[config.mk]
export PLATFORM = sky130hd
export DESIGN_NAME = idli_cmp_m
export DESIGN_NICKNAME = d
export VERILOG_FILES = /design/src/rtl/idli_cmp_m.sv
export SDC_FILE = /design/constraint.sdc
export NUM_CORES = 1
export LEC_CHECK = 0
export CORE_MARGIN = 1
export CORE_UTILIZATION = 50
export CTS_BUF_LIST = sky130_fd_sc_hd__clkbuf_4 sky130_fd_sc_hd__clkbuf_8
export DETAILED_ROUTE_END_ITERATION = 8
export HOLD_SLACK_MARGIN = 0.03
export PLACE_DENSITY_LB_ADDON = 0.25
export SKIP_LAST_GASP = 1
export SLEW_MARGIN = 20
export SYNTH_ARGS = -nofsm -noshare
export SYNTH_HDL_FRONTEND = slang
export SYNTH_SLANG_ARGS = --single-unit
export TNS_END_PERCENT = 5
[constraint.sdc]
create_clock -name i_cmp_gck -period 1.6 [get_ports i_cmp_gck]
set_input_delay 0.32 -clock i_cmp_gck [delete_from_list [all_inputs] [get_ports i_cmp_gck]]
set_output_delay 0.32 -clock i_cmp_gck [all_outputs]
set_load 0.05 [all_outputs]
[src/rtl/idli_cmp_m.sv]
// -----------------------------------------------------------------------------
// idli_cmp_m -- bit-serial compare unit feeding the predicate register file.
//
// Two operands arrive LSB first, one bit per cycle, over WIDTH cycles. The
// first bit comes with the start pulse. The unit evaluates the latched compare
// op and issues one single-cycle predicate write toward the PRF Q port.
//
// Optional build macro: IDLI_CMP_ACC_EN (compare-and-accumulate). When it is
// defined, i_cmp_acc and i_cmp_acc_data are present. With the latched acc set,
// the written data is ANDed with the current predicate value.
//
// Ports:
//   i_cmp_gck       gated core clock
//   i_cmp_rst_n     asynchronous active-low reset
//   i_cmp_start     start a compare (honoured only when not busy); carries bit 0
//   i_cmp_op[2:0]   compare op, sampled with start
//                   000 EQ, 001 NE, 010 LT, 011 GE, 100 LTU, 101 GEU,
//                   11x reserved (result 0)
//   i_cmp_dst[1:0]  destination predicate P0..P3, sampled with start
//   i_cmp_a/b       operand serial bits
//   i_cmp_acc       (IDLI_CMP_ACC_EN) accumulate enable, sampled with start
//   i_cmp_acc_data  (IDLI_CMP_ACC_EN) current value of dst, sampled in WB
//   o_cmp_busy      compare in flight or writeback pending
//   o_cmp_q[1:0]    predicate write address
//   o_cmp_q_wr_en   predicate write enable, one-cycle pulse
//   o_cmp_q_data    predicate write data (holds its value outside the pulse)
// -----------------------------------------------------------------------------
module idli_cmp_m #(
  parameter int WIDTH = 16
) (
  input  logic       i_cmp_gck,
  input  logic       i_cmp_rst_n,
  input  logic       i_cmp_start,
  input  logic [2:0] i_cmp_op,
  input  logic [1:0] i_cmp_dst,
  input  logic       i_cmp_a,
  input  logic       i_cmp_b,
`ifdef IDLI_CMP_ACC_EN
  input  logic       i_cmp_acc,
  input  logic       i_cmp_acc_data,
`endif
  output logic       o_cmp_busy,
  output logic [1:0] o_cmp_q,
  output logic       o_cmp_q_wr_en,
  output logic       o_cmp_q_data
);

  localparam int CNT_W = $clog2(WIDTH);
  localparam logic [CNT_W-1:0] CNT_LAST = CNT_W'(WIDTH - 1);
  localparam logic [1:0] P3 = 2'd3;  // constant-true predicate, never written

  typedef enum logic [1:0] {
    ST_IDLE = 2'd0,
    ST_RUN  = 2'd1,
    ST_WB   = 2'd2
  } state_e;

  typedef enum logic [2:0] {
    OP_EQ  = 3'b000,
    OP_NE  = 3'b001,
    OP_LT  = 3'b010,
    OP_GE  = 3'b011,
    OP_LTU = 3'b100,
    OP_GEU = 3'b101
  } op_e;

  state_e           state_q, state_d;
  logic [CNT_W-1:0] cnt_q, cnt_d;
  logic [2:0]       op_q, op_d;
  logic [1:0]       dst_q, dst_d;
  logic             eq_q, eq_d;     // all bits so far equal
  logic             bor_q, bor_d;   // borrow out of A-B over bits so far
  logic             wr_en_q, wr_en_d;
  logic [1:0]       q_q, q_d;
  logic             data_q, data_d;

  // Per-bit terms of the current serial bit.
  logic bit_eq, bit_bor, eq_fin, bor_fin, lt_fin, result;

  always_comb begin
    bit_eq  = ~(i_cmp_a ^ i_cmp_b);
    bit_bor = ~i_cmp_a & i_cmp_b;
    eq_fin  = eq_q & bit_eq;
    bor_fin = bit_bor | (bit_eq & bor_q);
    // On the final bit the live a/b are the sign bits: if they differ the
    // negative operand is smaller, otherwise the unsigned borrow decides.
    lt_fin  = (i_cmp_a != i_cmp_b) ? i_cmp_a : bor_fin;

    case (op_q)
      OP_EQ:   result = eq_fin;
      OP_NE:   result = ~eq_fin;
      OP_LT:   result = lt_fin;
      OP_GE:   result = ~lt_fin;
      OP_LTU:  result = bor_fin;
      OP_GEU:  result = ~bor_fin;
      default: result = 1'b0;
    endcase
  end

`ifdef IDLI_CMP_ACC_EN
  logic acc_q, acc_d;
  logic acc_gate, wb_data;

  // P3 reads as true; its write is suppressed anyway.
  assign acc_gate = ~acc_q | i_cmp_acc_data | (dst_q == P3);
  // data_q carries the raw result into WB; the accumulate term is applied live
  // because acc_data only becomes valid in the WB cycle.
  assign wb_data  = data_q & acc_gate;
`endif

  // NOTE: every signal assigned here gets a default first, so no path leaves
  // it unassigned and no latch is inferred.
  always_comb begin
    state_d = state_q;
    cnt_d   = cnt_q;
    op_d    = op_q;
    dst_d   = dst_q;
    eq_d    = eq_q;
    bor_d   = bor_q;
    wr_en_d = 1'b0;
    q_d     = q_q;
    data_d  = data_q;
`ifdef IDLI_CMP_ACC_EN
    acc_d   = acc_q;
`endif

    case (state_q)
      ST_IDLE: begin
        if (i_cmp_start) begin
          state_d = ST_RUN;
          cnt_d   = CNT_W'(1);
          op_d    = i_cmp_op;
          dst_d   = i_cmp_dst;
          eq_d    = bit_eq;
          bor_d   = bit_bor;
`ifdef IDLI_CMP_ACC_EN
          acc_d   = i_cmp_acc;
`endif
        end
      end

      ST_RUN: begin
        eq_d  = eq_fin;
        bor_d = bor_fin;
        cnt_d = cnt_q + CNT_W'(1);
        if (cnt_q == CNT_LAST) begin
          state_d = ST_WB;
          cnt_d   = '0;
          wr_en_d = (dst_q != P3);
          // Address/data only move when a write really happens, so they keep
          // reflecting the last issued write.
          if (dst_q != P3) begin
            q_d    = dst_q;
            data_d = result;
          end
        end
      end

      ST_WB: begin
        state_d = ST_IDLE;
`ifdef IDLI_CMP_ACC_EN
        if (wr_en_q) data_d = wb_data;
`endif
      end

      default: state_d = ST_IDLE;
    endcase
  end

  // NOTE: sequential state uses non-blocking assignments so every register
  // samples the pre-edge values regardless of statement order.
  always_ff @(posedge i_cmp_gck or negedge i_cmp_rst_n) begin
    if (!i_cmp_rst_n) begin
      state_q <= ST_IDLE;
      cnt_q   <= '0;
      op_q    <= '0;
      dst_q   <= '0;
      eq_q    <= 1'b0;
      bor_q   <= 1'b0;
      wr_en_q <= 1'b0;
      q_q     <= '0;
      data_q  <= 1'b0;
`ifdef IDLI_CMP_ACC_EN
      acc_q   <= 1'b0;
`endif
    end else begin
      state_q <= state_d;
      cnt_q   <= cnt_d;
      op_q    <= op_d;
      dst_q   <= dst_d;
      eq_q    <= eq_d;
      bor_q   <= bor_d;
      wr_en_q <= wr_en_d;
      q_q     <= q_d;
      data_q  <= data_d;
`ifdef IDLI_CMP_ACC_EN
      acc_q   <= acc_d;
`endif
    end
  end

  assign o_cmp_busy    = (state_q != ST_IDLE);
  assign o_cmp_q       = q_q;
  assign o_cmp_q_wr_en = wr_en_q;
`ifdef IDLI_CMP_ACC_EN
  assign o_cmp_q_data  = (state_q == ST_WB) ? wb_data : data_q;
`else
  assign o_cmp_q_data  = data_q;
`endif

endmodule

==> summary.txt <==
CTS
  • Reg clk slew, reported paths: 100 ps
  • Inserted Clock Buffers: 3
  • Hold Buf Count CTS: 0
  • Clock Tree Buf Depth: 2
  • H-tree lvl count: 1
  • CTS tree: built
  • Clk sinks: 17
  • Clock Latency Late Sink: between 200 and 300 ps
  • Clk root buf: clkbuf_4

Global routing
  • Number of global-route vias before repair: approximately 650
  • Overflow after GRT: 0
  • Antenna violations before repair: 0
  • Largest net degree at the start of global routing: 18
  • GRT Overall Usage: 21.3%
  • First-pass GRT wire length: 2790 um

Die
  • Row count: 14
  • Initial Util: a little over half
  • Die X: approximately 43 um
  • Ports: 15
  • Core ar.: 1540 um^2
  • Die area: roughly 1800 um^2
  • Die H: 42.9 um

Drt
  • Wire length per cell: about 14 um
  • 1st-pass router iterations: 4
  • Antenna Violating Nets Remaining: 0
  • Starting DRT DRC Count: 18
  • WL final: roughly 1700 um
  • Vias/cell: slightly below 6
  • Routed via count: between 700 and 800
  • Residual DRC: 0

Critical path
  • CP Cell Sequence: or2_2 > buf_4
  • Crit path buf inv count: 1
  • Critical path type: flop to primary output
  • CP Launch Type: flop
  • Setup crit end kind: primary output
  • Max stage delay on crit path: 460 ps
  • CP required: 1280 ps
  • Slowest CP cell: dfrtp_2
  • Crit-path leading delay family: flip-flops
  • Crit path DAT: ~1200 ps
  • CP Max Fanout: 6

Synth
  • Syn. warnings: 0
  • Yosys reg bits: 17
  • Cell taking the most area after synthesis: dfrtp_1
  • Synthesized cell area: 837 um^2
  • Sequential element share of the synthesized area: between 50% and 60%
  • Largest cells by area after synthesis: dfrtp_1 (51%), mux2_4 (7.2%), o21ai_0 (3.6%)
  • Area fraction of the dominant cell type after synthesis: between 50% and 60%
  • Mapped Cells: 76
  • Netlist cell types: 27
  • Syn nets: just under 90
  • Syn_area_per_cell: about 11 um^2

Timing
  • RSZ-0062 raised after global routing: true
  • Clk_skew: between 0.9 and 1 ps
  • Fin crit share: between 90 and 100%
  • Least-Margin Pin Slew: about 390 ps
  • Fin. Hold Viols: 0
  • Relative slew slack: between 70% and 80%
  • Final TNS setup: 0 ps
  • Setup violations, final: 0
  • Slew Limit Fails: 0
  • Fmax: roughly 0.64 GHz
  • Final min period: approximately 1600 ps

Final layout
  • Share of layout cells above drive strength 1: 31.4%
  • Fin nets: 118
  • Commonest non-fill, non-tap cell in the layout: buf_4
  • Commonest non-fill, non-tap cells in the layout: buf_4 (17), dfrtp_1 (15), clkdlybuf4s50_1 (9)
  • Synth-to-Final Area Change: 32.4%
  • N_diodes: 0
  • Cell Count, Final, Fillers Out: between 100 and 150

Power and ir drop
  • Power, Total: approximately 2 mW
  • Lkg Pwr: between 0.5 and 0.6 nW
  • VDD IR max: slightly below 0.9 mV
  • Power Density: roughly 1800 nW/um^2

Place
  • Buffers on Ports: 14
  • Post-DP HPWL: between 1000 and 1500 um
  • Placed cell count: between 100 and 150
  • Routability congestion estimate: about 0.72

Run
  • Max-cap violation count: 0

Worst hold path
  • Hold Crit Class: input port to async pin

Status
  • Status: completed
[worst register-to-register path, stage by stage (launching register included)]
cell     delay [ps]
dfrtp_1         440
ha_1            220
nand3_1         170
or2_4           300
o22a_1          190
[final timing paths]
check,startpoint,end,slack (ps),cells past startpoint
hold / removal,i_cmp_rst_n,cnt_q[2],340,2
setup reg to reg,cnt_q[0],o_cmp_q[1],180,4
setup / recovery,state_q[0],o_cmp_busy,40,2
hold reg to reg,cnt_q[3],cnt_q[3],490,1
min in group i_cmp_gck,cnt_q[3],cnt_q[3],490,1
max in group asynchronous,i_cmp_rst_n,state_q[1],1060,2
[state kept, by name, indices dropped and copies added (netlist names)]
signal / flops
o_cmp_q_data: 1
state_q: 2
op_q: 3
o_cmp_q: 2
eq_q: 1
dst_q: 2
o_cmp_q_wr_en: 1
cnt_q: 4
bor_q: 1
[logic make-up after synthesis]
logic type | share of synthesized area (%)
buffers and inverters | 4.04
muxes | 8.37
DFF | 50.8
adders and majority gates | 2.99
and+or+nand+nor | 13.3
AOI/OAI and AO/OA | 19.4
xor gates and xnor gates | 1.05
[synthesized netlist by cell type, drive strengths merged]
cell,n
o21ai,6
a22o,2
mux2i,1
o221ai,2
a211oi,1
nor2b,4
nand2b,4
inv,6
mux2,4
nor2,4
xnor2,1
ha,2
nand3,2
a31o,1
o21bai,1
o22a,2
or2,2
a31oi,1
a222oi,1
nand2,5
o31ai,1
buf,1
a21oi,4
o211ai,1
dfrtp,17
[power by group]
part | internal, mW | switching, mW | total, mW
sequential | 0.611 | 0.185 | 0.796
combinational | 0.451 | 0.446 | 0.897
clock | 0.114 | 0.136 | 0.250
total | 1.18 | 0.767 | 1.94
[stage by stage]
stage                     hold slack (ps)  util [%]  setup WS [ps]  cell area, um^2
after floorplan                      24.4         -            269              837
after global placement                475      67.5           -264             1040
after detailed placement              479      67.5           -324             1040
after CTS                             337      69.6           3.77             1070
after global routing                  370      71.9          -7.47             1110
final                                 336      71.9           42.0             1110
[layout make-up]
cell class / count / area, um^2
fill: 125 / 433
sequential: 17 / 428
multi-input combinational: 52 / 390
timing repair buffer: 26 / 218
clock buffer: 4 / 30.0
inverter: 6 / 22.5
tap: 16 / 20.0
[repair_timing]
action	CTS	global route
pin swaps	0	2
buffers inserted	0	3
setup endpoints to repair	1	3
gates resized for setup	1	3
[metal layers]
metal / wire length (um) / global-route usage (%) / vias to the layer above
met5: 0 / 0 / -
met4: 40 / 13.1 / 0
met3: 64 / 4.26 / 6
met2: 879 / 34.2 / 21
met1: 723 / 25.9 / 346
li1: - / - / 332
Note: power is estimated with default switching activity, not from simulation.
